`src/rtl/cnn_pkg.sv`:
```
// Types shared by the CNN datapath stages: default sample width, output-register
// state, and a counter-width helper that never returns zero bits.
package cnn_pkg;

  localparam int T_DEFAULT = 16;

  typedef enum logic {
    EMPTY = 1'b0,
    FULL  = 1'b1
  } out_state_e;

  function automatic int min1_clog2(input int n);
    return (n > 1) ? $clog2(n) : 1;
  endfunction

endpackage

```
`src/rtl/maxpool_ctrl.sv`:
```
// Window/frame counters and EMPTY/FULL output state for maxpool_1d; x_ready is
// combinational (!y_valid || y_ready), forced low during reset, so a stalled output stalls the input.
module maxpool_ctrl
  import cnn_pkg::*;
#(
  parameter int L = 13,
  parameter int P = 2
) (
  input  logic clk,
  input  logic reset,
  input  logic x_valid,
  input  logic y_ready,
  output logic x_ready,
  output logic in_xfer,
  output logic win_first,
  output logic win_close,
  output logic y_valid
);

  localparam int WW = min1_clog2(P);
  localparam int FW = min1_clog2(L);
  localparam logic [WW-1:0] WIN_LAST   = WW'(P - 1);
  localparam logic [FW-1:0] FRAME_LAST = FW'(L - 1);

  logic [WW-1:0] win_cnt_q, win_cnt_d;
  logic [FW-1:0] frame_cnt_q, frame_cnt_d;
  out_state_e    state_q, state_d;

  assign y_valid   = (state_q == FULL);
  assign x_ready   = !reset && (!y_valid || y_ready);
  assign in_xfer   = x_valid && x_ready;
  assign win_first = (win_cnt_q == '0);
  // The last sample of a frame closes a window even if it is only partly filled.
  assign win_close = in_xfer && ((win_cnt_q == WIN_LAST) || (frame_cnt_q == FRAME_LAST));

  always_comb begin
    win_cnt_d   = win_cnt_q;
    frame_cnt_d = frame_cnt_q;
    state_d     = state_q;

    if (in_xfer) begin
      win_cnt_d   = win_close ? '0 : win_cnt_q + 1'b1;
      frame_cnt_d = (frame_cnt_q == FRAME_LAST) ? '0 : frame_cnt_q + 1'b1;
    end

    case (state_q)
      EMPTY:   if (win_close) state_d = FULL;
      FULL:    if (y_ready && !win_close) state_d = EMPTY;
      default: state_d = EMPTY;
    endcase
  end

  always_ff @(posedge clk) begin
    if (reset) begin
      win_cnt_q   <= '0;
      frame_cnt_q <= '0;
      state_q     <= EMPTY;
    end else begin
      win_cnt_q   <= win_cnt_d;
      frame_cnt_q <= frame_cnt_d;
      state_q     <= state_d;
    end
  end

endmodule

```
`src/rtl/maxpool_1d.sv`:
```
// 1-D max pooling, window/stride P over L-sample frames; result registered 1 cycle after
// the closing sample. Backpressure: x_ready drops while a result waits on y_ready.
module maxpool_1d
  import cnn_pkg::*;
#(
  parameter int L = 13,
  parameter int P = 2,
  parameter int T = T_DEFAULT
) (
  input  logic                clk,
  input  logic                reset,
  input  logic signed [T-1:0] x_data,
  input  logic                x_valid,
  output logic                x_ready,
  output logic signed [T-1:0] y_data,
  output logic                y_valid,
  input  logic                y_ready
);

  logic in_xfer, win_first, win_close;
  logic signed [T-1:0] max_q, max_d;
  logic signed [T-1:0] y_data_q, y_data_d;
  logic signed [T-1:0] combined;

  maxpool_ctrl #(.L(L), .P(P)) u_ctrl (
    .clk       (clk),
    .reset     (reset),
    .x_valid   (x_valid),
    .y_ready   (y_ready),
    .x_ready   (x_ready),
    .in_xfer   (in_xfer),
    .win_first (win_first),
    .win_close (win_close),
    .y_valid   (y_valid)
  );

  always_comb begin
    combined = (win_first || (x_data > max_q)) ? x_data : max_q;
    max_d    = in_xfer ? combined : max_q;
    y_data_d = win_close ? combined : y_data_q;
  end

  always_ff @(posedge clk) begin
    if (reset) begin
      max_q    <= '0;
      y_data_q <= '0;
    end else begin
      max_q    <= max_d;
      y_data_q <= y_data_d;
    end
  end

  assign y_data = y_data_q;

endmodule

```
`config.mk`:
```
export PLATFORM = sky130hd
export DESIGN_NAME = maxpool_1d
export DESIGN_NICKNAME = d
export VERILOG_FILES = /design/src/rtl/cnn_pkg.sv /design/src/rtl/maxpool_ctrl.sv /design/src/rtl/maxpool_1d.sv
export SDC_FILE = /design/constraint.sdc
export NUM_CORES = 1
export LEC_CHECK = 0
export CORE_UTILIZATION = 40
export DETAILED_ROUTE_END_ITERATION = 8
export PLACE_DENSITY = 0.76
export SYNTH_ARGS = -nofsm -noshare
export SYNTH_HDL_FRONTEND = slang
export SYNTH_SLANG_ARGS = --single-unit
```
`constraint.sdc`:
```
create_clock -name clk -period 5.4 [get_ports clk]
set_input_delay 1.62 -clock clk [delete_from_list [all_inputs] [get_ports clk]]
set_output_delay 1.62 -clock clk [all_outputs]
set_load 0.03 [all_outputs]
```
; Word-level counts from Yosys, hierarchy flattened
; Index checks and enable logic that the tools add are counted.
[word_totals]
ff_bits = 38
output_inout_bits = 18
[op_classes]
n_addsub = 2
n_lt_le_gt_ge = 1
eq_ne = 1
mux = 6
bitwise = 2
reduce_logical = 10
[ops]
columns = cell, count
row1 = 16-bit greater-than comparator, 1
row2 = 16-bit 2-to-1 mux, 1
row3 = 4-bit by 1-bit adder with 4-bit output (second input constant), 1
row4 = 4-bit equality test (second input constant), 1
row5 = 1-bit logical AND, 4
row6 = 4-bit 2-to-1 mux, 1
row7 = 1-bit zero test, 3
row8 = 1-bit logical OR, 3
row9 = 1-bit 2-to-1 mux, 3
row10 = 1-bit inverter, 2
row11 = 1-bit case mux with 2 select lines, 1
row12 = 1-bit adder (second input constant), 1

; Depth between registers and ports, before layout
; Gate-level depths: netlist of the first run.
[logic_depth]
depth_word = 9
depth_mapped = 11
mapped_depth_nobuf = 9

; Cells and area by module
; Synthesis of the first run repeated with hierarchy kept, for this count alone.
[hier_totals]
hier_cells = 249
area_unflattened_um2 = 2199.6
[by_module_without_submodules]
columns = mod, instances, cells_per_inst, area_per_inst_um2
row1 = maxpool_1d, 1, 211, 1826.8
row2 = maxpool_ctrl, 1, 38, 372.9

; Worst setup path before layout of the first run
; Ideal clock, no wire load.
[synth_path]
kind = input -> output
startpoint = input port y_ready
endpoint = output port x_ready
arrival_ps = 2226
required_ps = 3780
path_slack_ps = 1554
cell_stages = 2
n_path_buf = 0
cell_sequence = nand2b_1 > nor2b_1
[synth_via]
elab_chain_len = 2
[synth_rtl]
columns = element, line_no
row1 = "start, declared", maxpool_1d.sv:17  ; input logic y_ready
row2 = 1-bit logical OR, maxpool_ctrl.sv:30  ; assign x_ready = !reset && (!y_valid || y_ready);
row3 = 1-bit logical AND, maxpool_ctrl.sv:30
row4 = "end, declared", maxpool_1d.sv:14  ; output logic x_ready,
; No other way between the ends.

; Worst setup path after layout of the first run
; Same ends and word-level chain as after synthesis.

==> flow_summary.ini, run 1 <==
[timing]
hold_viol = 0
setup_violations = 0
worst_slack_ns = 0.701
fin_skew_ns = 0.00438
rsz0062_at_grt = false
tns_ns = 0
slew-limit-headroom_pct = 61.9
fmax_mhz = 213
tightest_slew_ns = 0.571
hold_slack_ns = 0.451
period_needed_ns = 4.70
period_share_pct = 87.0
slew_violations = 0

[synthesis]
synth_top_family_by_area = multiplexers
synth_top_area_share_pct = 37.6
synth_edf_count = 0
synth_seq_area_share_pct = 37.6
synth_compound_area_share_pct = 10.4
muxShareOfSynthArea_pct = 18.4
synth_seq_cells = 38
syn-cell-area_um2 = 2030
async_flop_share_pct = 0
synthTopCellsByArea = dfxtp_1 (38%), ha_1 (11%), mux2i_1 (8.4%)
synth_nets = 257
synthDistinctLibCells = 32
synthFlopType = dfxtp_1
ys_warn_count = 0
synth.avg_cell_area_um2 = 9.25
yosys.area_share.simple_pct = 15.9
yosys.area_share.adder_pct = 11.1
yosysTopAreaCell = dfxtp_1
synth_cells = 219
synth_xor_area_share_pct = 0

[global_routing]
overflow = 0
grt_pass1_vias = 1492
grt_start_max_net_pins = 24
grt_antenna_before_repair = 0
grt_use_total_pct = 16.1
grt_pass1_wl_um = 6560

[placed_design]
gp_congestion = 0.766
placed_area_um2 = 2450
pre_cts_slack_ns = 0.677
place_hpwl_um = 2790
place_inst = 318
port_buffers = 37

[layout]
final_cells = 324
final_util_pct = 53.0
drive_above_1_share_pct = 11.7
syn_to_final_growth_pct = 25.3
finish.instance_area_um2 = 2540
antenna_cells = 0
nets = 296

[die]
die_h_um = 73.2
coreArea_um2 = 4790
die_x_um = 73.2
die-area_um2 = 5350
fp-row-count = 25
ios = 38
start_util_pct = 42.3

[run_status]
status = finished, final reports clean

[critical_path]
slowest_stage = clkdlybuf4s50_1
worst-path-buf-inv = 2
critPathKind = input port to output port
crit_path_start_kind = input port
path_depth = 4
worstSetupEndpointType = output port
path_delay_family = buffers and inverters
cp_max_fo = 3
cp_cell_sequence = clkdlybuf4s50_1 > nand2b_1 > nor2b_1 > clkdlybuf4s50_1
max_stage_delay_ns = 0.70
cpMostUsedCell = clkdlybuf4s50_1
cp_data_required_time_ns = 3.78
reg2reg_depth = 10
worstPathArrival_ns = 3.08

[clocking]
cts.sinks = 38
clk_latency_ns = 0.28
clkSlewWorstSetupHoldPaths_ns = 0.06
htree_levels = 2
cts_tree = done
post-cts-setup-buffers = 0
cts_resized = 0
cts_root_buf = clkbuf_8
ctsLongestPathBuffers = 2
hold_buffers = 0
cts_buffers = 5

[route]
final_antenna_net_count = 0
vias = 1586
wire_per_inst_um = 11.7
routed_wl_um = 3800
drtIter0Drc = 66
dr.pass1.iters = 4
drt-vias-per-instance = 4.90
drc = 0

[power]
p_leak_nw = 1.13
finalPower_mw = 0.628
powerDensity_nw_per_um2 = 247
ir_worst_vdd_v = 0.000141

[min_path]
holdCritPathClass = register to register
hold_depth = 2

[run]
drv_cap = 0
## sequential cells by signal, indices dropped and copies added, names as in the netlist
| register | cells |
|---|---|
| max_q | 16 |
| u_ctrl.frame_cnt_q | 4 |
| u_ctrl.win_cnt_q | 1 |
| u_ctrl.y_valid | 1 |
| y_data | 16 |
## synthesized netlist by cell type, types with 2 or more instances
| cell type | number |
|---|---|
| dfxtp_1 | 38 |
| nand2_1 | 24 |
| o21ai_0 | 20 |
| inv_1 | 19 |
| nor2_1 | 19 |
| ha_1 | 18 |
| mux2i_1 | 17 |
| a21oi_1 | 12 |
| mux2_4 | 9 |
| mux2_2 | 6 |
| clkbuf_1 | 5 |
| nor3_1 | 4 |
| nand2b_1 | 3 |
| nor2b_1 | 3 |
| and2_1 | 2 |
| buf_6 | 2 |
| nand4_1 | 2 |
| o21ai_1 | 2 |
## report_power, final
part / switching (mW) / internal (mW) / leakage, nW
Sequential: 0.00914 / 0.297 / 0.311
Combinational: 0.0668 / 0.0654 / 0.772
Clock: 0.0912 / 0.0984 / 0.0431
## layer usage
layer,routed length (um),GRT usage (%),vias up
met5,0,0,-
li1,-,-,823
met1,1810,19.0,732
met3,134,4.56,6
met4,42,4.58,0
met2,1820,28.2,25
## worst reg2reg max path: cells and delay by family, from the launching register on
kind	cells	cell delay, ns
buf+inv	2	0.41
fa+ha+maj	1	0.34
compound gates	3	0.73
flops	1	0.33
simple gates	3	0.67
mux	1	0.24
## logic make-up after synthesis
family                     Yosys count
adders and majority gates           18
DFF                                 38
and+or+nand+nor                     64
muxes                               32
buffers and inverters               28
AOI/OAI and AO/OA                   39
## area by class of cell
cell class                      count  area [um2]
Timing Repair Buffer               41         400
Inverter                           19        71.3
Multi-Input combinational cell    153        1140
Sequential cell                    38         761
Tap cell                           67        83.8
Clock buffer                        6        82.6
Fill cell                         456        2250
## cells in the final DEF, fill, tap and decap left out, types with 3 or more instances in the layout
cell type        instances
a21oi_1                 12
buf_4                    4
clkbuf_8                 6
clkdlybuf4s50_1         37
dfxtp_1                 38
ha_1                    18
inv_1                   19
mux2_2                   6
mux2_4                   9
mux2i_1                 17
nand2_1                 24
nand2b_1                 3
nor2_1                  19
nor2b_1                  3
nor3_1                   4
o21ai_0                 20
## final timing paths
kind | slack (ns) | endpoint | start
min | 0.45 | y_data[13]$_SDFFE_PP0P_ | y_data[13]$_SDFFE_PP0P_
max | 0.70 | x_ready | y_ready
min reg2reg | 0.45 | y_data[13]$_SDFFE_PP0P_ | y_data[13]$_SDFFE_PP0P_
max reg2reg | 2.57 | y_data[5]$_SDFFE_PP0P_ | max_q[15]$_SDFFE_PP0P_
Power figures use the tool's default switching activity.
==> inputs of run 2 (changes only) <==
Settings changed: CTS_BUF_LIST set to sky130_fd_sc_hd__clkbuf_8.
==> results of run 2 <==
The final DEF is identical to that of run 1; final timing and power are the same.
==> inputs of run 3 (changes only) <==
Settings changed: CTS_BUF_LIST sky130_fd_sc_hd__clkbuf_8 to sky130_fd_sc_hd__clkbuf_16.
==> run 3 against run 2 <==
Effect of this change:
- core utilization increased by 0.97 points
- register-to-register slack barely moved
- sequential share of layout area shrank 0.54 points
- wire length increased by 4.2%
- count of clock-buffer cells in the layout shrank 1
- die area unchanged
- fmax about the same
- total power rose by 12%
- clock skew shrank 0.0017 ns
==> flow_summary.ini, run 3 (synthesis gave the netlist of run 1 again) <==
[power]
powerDensity_nw_per_um2 = 272
p_seq_share_pct = 43.6
clkPwrFrac_pct = 37.5
p_sw_share_pct = 25.1
p_leak_nw = 1.15
finalPower_mw = 0.703
ir_worst_vdd_v = 0.000124
pwr-share-comb_pct = 18.9
p_int_mw = 0.526
p_switching_mw = 0.177

[clocking]
cts.sinks = 38
clkSlewWorstSetupHoldPaths_ns = 0.05
post-cts-setup-buffers = 0
cts_tree = done
cts_root_buf = clkbuf_16
clk_latency_ns = 0.28
cts_resized = 0
cts_buffers = 5
htree_levels = 2
hold_buffers = 0
ctsLongestPathBuffers = 2

[global_routing]
grt_pass1_wl_um = 6720
grt_use_total_pct = 16.7
globalRouteMet1Util_pct = 18.9
grt.busiest_layer = met2
grt_start_max_net_pins = 24
grt_antenna_before_repair = 0
grt_util_met2_pct = 29.5
overflow = 0
grt_pass1_vias = 1517
met3_usage_pct = 4.83

[layout]
nets = 296
layout_common_cells = dfxtp_1 (38), clkdlybuf4s50_1 (37), nand2_1 (24), o21ai_0 (20)
layout_commonest_cell = dfxtp_1
drive_above_1_share_pct = 11.3
syn_to_final_growth_pct = 27.5
fill_cells = 460
antenna_cells = 0

[die]
die_x_um = 73.2
start_util_pct = 42.3
die_h_um = 73.2
fp-row-count = 25
coreArea_um2 = 4790
die-area_um2 = 5350
ios = 38

[timing]
setup_violations = 0
tns_ns = 0
slew_violations = 0
fmax_mhz = 213
hold_slack_ns = 0.447
fin_skew_ns = 0.00264
worst_slack_ns = 0.703
hold_viol = 0
tightest_slew_ns = 0.568
period_share_pct = 87.0
slew-limit-headroom_pct = 62.1
rsz0062_at_grt = false
period_needed_ns = 4.70

[critical_path]
cp_cell_sequence = clkdlybuf4s50_1 > nand2b_1 > nor2b_1 > clkdlybuf4s50_1
slowest_stage = clkdlybuf4s50_1
reg2reg_depth = 10
max_stage_delay_ns = 0.70
worstPathArrival_ns = 3.08
critPathKind = input port to output port
cpMostUsedCell = clkdlybuf4s50_1
worstSetupEndpointType = output port
crit_path_start_kind = input port
cp_max_fo = 3
cp_data_required_time_ns = 3.78

[placed_design]
place_hpwl_um = 2790
pre_cts_slack_ns = 0.677
gp_congestion = 0.766
port_buffers = 37

[route]
routed_wl_um = 3960
vias = 1579
final_antenna_net_count = 0
dr.pass1.iters = 4
drt-vias-per-instance = 4.87
drc = 0
wire_per_inst_um = 12.2
drtIter0Drc = 76

[run_status]
status = finished, final reports clean

[run]
drv_cap = 0

[min_path]
holdCritPathClass = register to register
hold_depth = 2
## run 3: cell count changes in the layout (fill, tap and decap cells not counted)
cell / change
clkbuf_16: +5
clkbuf_8: -6
clkinv_1: +1
## run 3: worst max-delay path: cells and delay by family
family	cells	cell delay (ns)
buffers and inverters	2	1.15
and+or+nand+nor	2	0.30
## run 3: per-stage QoR
| stage | util [%] | area (um2) | instances |
|---|---|---|---|
| after CTS | 54.0 | 2580 | 324 |
| after global routing | 54.0 | 2580 | 324 |
| final | 54.0 | 2580 | 324 |
| after detailed placement | 51.3 | 2450 | 318 |
| after global placement | 51.3 | 2450 | 318 |
| after floorplan | - | 2030 | 219 |
## run 3: layout make-up
type                            count  area [um2]  share of cell area, %
Clock buffer                        5         125                   4.84
Clock inverter                      1        3.75                  0.145
Inverter                           19        71.3                   2.76
Multi-Input combinational cell    153        1140                   44.1
Sequential cell                    38         761                   29.4
Tap cell                           67        83.8                   3.24
Timing Repair Buffer               41         400                   15.5
## run 3: layer usage
metal | part of all wire, % | up-vias | routed length, um
li1 | - | 823 | -
met1 | 46 | 722 | 1810
met2 | 49 | 28 | 1940
met3 | 3.9 | 6 | 155
met4 | 1.5 | 0 | 60
met5 | 0 | - | 0
## run 3: power by group through the flow
stage / Sequential [mW] / Combinational (mW) / Clock (mW)
after floorplan: 0.318 / 0.0841 / 0
after global placement: 0.311 / 0.131 / 0
after detailed placement: 0.312 / 0.133 / 0
after CTS: 0.307 / 0.134 / 0.271
after global routing: 0.308 / 0.149 / 0.285
final: 0.307 / 0.133 / 0.264
## run 3: final timing paths
path | start | end | slack [ns]
setup / recovery | y_ready | x_ready | 0.70
hold / removal | y_data[13]$_SDFFE_PP0P_ | y_data[13]$_SDFFE_PP0P_ | 0.45
setup reg to reg | max_q[15]$_SDFFE_PP0P_ | y_data[2]$_SDFFE_PP0P_ | 2.56
hold reg to reg | y_data[13]$_SDFFE_PP0P_ | y_data[13]$_SDFFE_PP0P_ | 0.45
==> variant 1: new RTL, config.mk and constraints of run 3 <==
`P` is set to 2 in 2 places; all go to 4.
--- a/src/rtl/maxpool_ctrl.sv
+++ b/src/rtl/maxpool_ctrl.sv
@@ -4,7 +4,7 @@
   import cnn_pkg::*;
 #(
   parameter int L = 13,
-  parameter int P = 2
+  parameter int P = 4
 ) (
   input  logic clk,
   input  logic reset,
--- a/src/rtl/maxpool_1d.sv
+++ b/src/rtl/maxpool_1d.sv
@@ -4,7 +4,7 @@
   import cnn_pkg::*;
 #(
   parameter int L = 13,
-  parameter int P = 2,
+  parameter int P = 4,
   parameter int T = T_DEFAULT
 ) (
   input  logic                clk,
Function: changed (a bounded check fails within 4 cycles, from zero or initial values and one cycle with reset high).
==> variant 1 against run 3 <==
Wire length is 29% higher. Worst setup slack better by 0.075 ns. Design area rose by 6.4%. Sequential cell count increased by 1. Area after synthesis rose by 10%. First-iteration DRC count decreased by 2.6%. Total power fell by 1.7%. Combinational power down 18%. Critical path type unchanged. Critical endpoint unchanged. Highest routed layer unchanged.
==> variant 1: results (changes against run 3) <==
| Metric | Value |
|---|---|
| Worst r2r src | `max_q[7]$_SDFFE_PP0P_ (was max_q[15]$_SDFFE_PP0P_)` |
| Reg power frac | `44.1% (was 43.6%)` |
| Final HPWL DP | `3360 µm (was 2790 µm)` |
| Maximum root-to-sink buffer count | `2 (unchanged)` |
| LEAKAGE | `1.03 nW (was 1.15 nW)` |
| Final clock skew | `0.00695 ns (was 0.00264 ns)` |
| First-pass GRT wire length | `8410 µm (was 6720 µm)` |
| Capture instance of the worst register-to-register path | `y_data[8]$_SDFFE_PP0P_ (was y_data[2]$_SDFFE_PP0P_)` |
| Largest stage delay, worst path | `0.65 ns (was 0.70 ns)` |
| Number of distinct library cells after synthesis | `39 (was 32)` |
| Cell types with the highest counts after synthesis | `39 x dfxtp_1, 23 x inv_1, 20 x ha_1, 20 x nor2_1, 19 x nand3_1 (was 38 x dfxtp_1, 24 x nand2_1, 20 x o21ai_0)` |
| Register-to-register path setup slack | `2.60 ns (was 2.56 ns)` |
| Crit-path max FO | `4 (was 3)` |
| Proportion of layout cells with a drive suffix above 1 | `12.0% (was 11.3%)` |
| Sequential-to-total area share from yosys stat | `35.0% (was 37.6%)` |
| Largest cells by area after synthesis | `dfxtp_1 35%, ha_1 11%, o2111ai_1 6.3%, mux2_4 6.1%, o311ai_2 4.4% (was dfxtp_1 38%, ha_1 11%, mux2i_1 8.4%, mux2_4 6.7%, o21ai_0 4.9%)` |
| Maximum vdd drop | `145 µV (was 124 µV)` |
| Largest net degree at the start of global routing | `33 (was 24)` |
| Number of global-route vias before repair | `1,777 (was 1,517)` |
| Detailed-route wire length per cell | `15.3 µm (was 12.2 µm)` |
| Aggregate global-route resource usage | `17.9% (was 16.7%)` |
| Start point of the worst hold path | `max_q[0]$_SDFFE_PP0P_ (was y_data[13]$_SDFFE_PP0P_)` |
| Routability Congestion | `0.777 (was 0.766)` |
| Number of fill cells in the layout | `496 (was 460)` |
| Data arrival time of the critical path | `3.00 ns (was 3.08 ns)` |
| Least-Margin Pin Slew | `1.14 ns (was 0.568 ns)` |
| Run status | `completed (unchanged)` |
| Net Count, Synth | `275 (was 257)` |
| Standard cell area after detailed placement | `2610 µm² (was 2450 µm²)` |
| Via density per instance | `5.62 (was 4.87)` |
| Compound-Gate Fraction of Synth Area | `22.1% (was 10.4%)` |
| Post-synthesis mux area share | `9.53% (was 18.4%)` |
| Hold Crit Endpoint | `max_q[0]$_SDFFE_PP0P_ (was y_data[13]$_SDFFE_PP0P_)` |
| Worst-case reg-to-reg path depth | `7 (was 10)` |
## variant 1: changes by cell type after synthesis, moves of 3 or more
| cell | run 3 | this run |
|---|---|---|
| buf_1 | 0 | 3 |
| buf_2 | 0 | 3 |
| clkbuf_1 | 5 | 8 |
| inv_1 | 19 | 23 |
| mux2i_1 | 17 | 1 |
| nand2_1 | 24 | 9 |
| nand3_1 | 0 | 19 |
| nor2b_1 | 3 | 0 |
| nor3_1 | 4 | 1 |
| o2111ai_1 | 0 | 16 |
| o21ai_0 | 20 | 2 |
| o311ai_0 | 0 | 6 |
| o311ai_1 | 0 | 3 |
| o311ai_2 | 0 | 6 |
## variant 1: area by class of cell
type	instances	share of cell area (%)
Timing Repair Buffer	40	14.3
Clock inverter	3	0.410
Inverter	23	3.14
Sequential cell	39	28.4
Multi-Input combinational cell	156	46.0
Clock buffer	5	4.55
Tap cell	70	3.19
## variant 1: per-layer routing
metal / global-route usage (%) / routed length [µm] / vias to the layer above
met1: 22.5 / 2410 / 893
met5: 0 / 0 / -
met3: 4.29 / 270 / 9
li1: - / - / 934
met2: 29.1 / 2370 / 52
met4: 7.50 / 85 / 0
## variant 1: metrics by stage
step	power, mW	instances	setup slack (ns)	hold slack, ns	util, %
after floorplan	0.384	235	1.23	0.455	-
after global placement	0.416	328	0.788	0.466	49.9
after detailed placement	0.419	328	0.765	0.481	49.9
after CTS	0.695	336	0.770	0.489	52.5
after global routing	0.721	336	0.725	0.509	52.5
final	0.691	336	0.778	0.489	52.5
## variant 1: how the worst max path moves through the flow
stage / from / endpoint / cells after the start
3_5_place_dp: y_ready / x_ready / 4
6_report: y_ready / x_ready / 4
4_1_cts: y_ready / x_ready / 4
3_3_place_gp: y_ready / x_ready / 4
5_1_grt: y_ready / x_ready / 4
2_1_floorplan: reset / x_ready / 4
==> variant 2: new RTL, settings of run 3 <==
Made on the original files. Take the reset off `y_data_q` and load it in a clocked block of its own.
--- a/src/rtl/maxpool_1d.sv
+++ b/src/rtl/maxpool_1d.sv
@@ -43,11 +43,13 @@
   always_ff @(posedge clk) begin
     if (reset) begin
       max_q    <= '0;
-      y_data_q <= '0;
     end else begin
       max_q    <= max_d;
-      y_data_q <= y_data_d;
     end
+  end
+
+  always_ff @(posedge clk) begin
+    y_data_q <= y_data_d;
   end
 
   assign y_data = y_data_q;
Function: differs if reset is asserted again (counterexample within 4 cycles, from zero or initial values and one cycle with reset high); with reset held inactive, the same outputs for 10 cycles.
==> variant 2 against run 3 <==
Wire length decreased by 1.5%. Count of clock-buffer cells in the layout unchanged. Area after synthesis increased by 5.8%. Worst setup slack improved by 0.059 ns. Total power increased by 1.8%. Design area increased by 5.1%. Sequential cell count unchanged. Cell count decreased by 3.1%.
==> variant 2: results (changes against run 3) <==
| Metric | Value |
|---|---|
| Worst-case hold slack | `0.489 ns (was 0.447 ns)` |
| Capture instance of the worst register-to-register path | `y_data[15]$_DFFE_PP_ (was y_data[2]$_SDFFE_PP0P_)` |
| Largest net degree at the start of global routing | `40 (was 24)` |
| Iter 0 DRT Violations | `53 (was 76)` |
| Final HPWL DP | `2700 µm (was 2790 µm)` |
| Final net count | `281 (was 296)` |
| Worst path setup slack after routing | `0.762 ns (was 0.703 ns)` |
| Largest cells by area after synthesis | `edfxtp_1 22%, dfxtp_1 21%, ha_1 11%, nand2b_1 9.6%, mux2i_1 7.5% (was dfxtp_1 38%, ha_1 11%, mux2i_1 8.4%, mux2_4 6.7%, o21ai_0 4.9%)` |
| Wirelength, routed | `3900 µm (was 3960 µm)` |
| Worst rel slew slack | `27.7% (was 62.1%)` |
| Worst-case reg-to-reg path depth | `8 (was 10)` |
| Net Count, Synth | `242 (was 257)` |
| Maximum vdd drop | `121 µV (was 124 µV)` |
| Worst r2r src | `max_q[13]$_SDFFE_PP0P_ (was max_q[15]$_SDFFE_PP0P_)` |
| Worst slack, placed | `0.537 ns (was 0.677 ns)` |
| Number of global-route vias before repair | `1,365 (was 1,517)` |
| Data arrival time of the critical path | `3.02 ns (was 3.08 ns)` |
| Start point of the worst hold path | `max_q[6]$_SDFFE_PP0P_ (was y_data[13]$_SDFFE_PP0P_)` |
| LEAKAGE | `1.11 nW (was 1.15 nW)` |
| Number of fill cells in the layout | `492 (was 460)` |
| Cell Pwr Density | `264 nW/µm² (was 272 nW/µm²)` |
| Via density per instance | `4.76 (was 4.87)` |
| Run status | `completed (unchanged)` |
| Proportion of layout cells with a drive suffix above 1 | `10.2% (was 11.3%)` |
| Aggregate global-route resource usage | `14.7% (was 16.7%)` |
variant 2: changes by cell type after synthesis, sizes merged, moves of 2 or more:
cell	change
dfxtp	-16
edfxtp	+16
inv	+2
nand2	-15
nand2b	+30
nand3	+2
nor2	-11
nor2b	-2
nor3	-2
o21ai	-18
variant 2: through the flow:
step                      power [mW]  instances
after floorplan                0.411        204
after global placement         0.447        306
after detailed placement       0.451        306
after CTS                      0.724        314
after global routing           0.748        314
final                          0.716        314
variant 2: area by class of cell:
class | instances | area share [%]
Clock buffer | 5 | 4.61
Clock inverter | 3 | 0.415
Inverter | 21 | 2.90
Multi-Input combinational cell | 138 | 40.7
Sequential cell | 38 | 33.9
Tap cell | 70 | 3.23
Timing Repair Buffer | 39 | 14.2
variant 2: cells by family after synthesis:
group	synth area share, %
compound gates	7.01
buf+inv	5.43
fa+ha+maj	10.5
mux	17.6
flops	43.0
simple gates	16.5
variant 2: per-layer routing:
metal	vias to the layer above	GRT usage, %	share of wire, %
met5	-	0	0
met4	0	4.94	1.5
met3	6	4.55	4.3
met2	30	24.6	47
met1	681	18.1	47
li1	779	-	-
variant 2: report_power, final:
part,total [mW],internal [mW],switching [mW]
clock network,0.271,0.166,0.105
registers,0.324,0.315,0.00991
logic,0.120,0.0626,0.0578
variant 2: critical path, stage by stage:
cell and delay (ns):
clkdlybuf4s50_1 0.44, nand2b_1 0.14, nor2b_1 0.14, clkdlybuf4s50_1 0.67
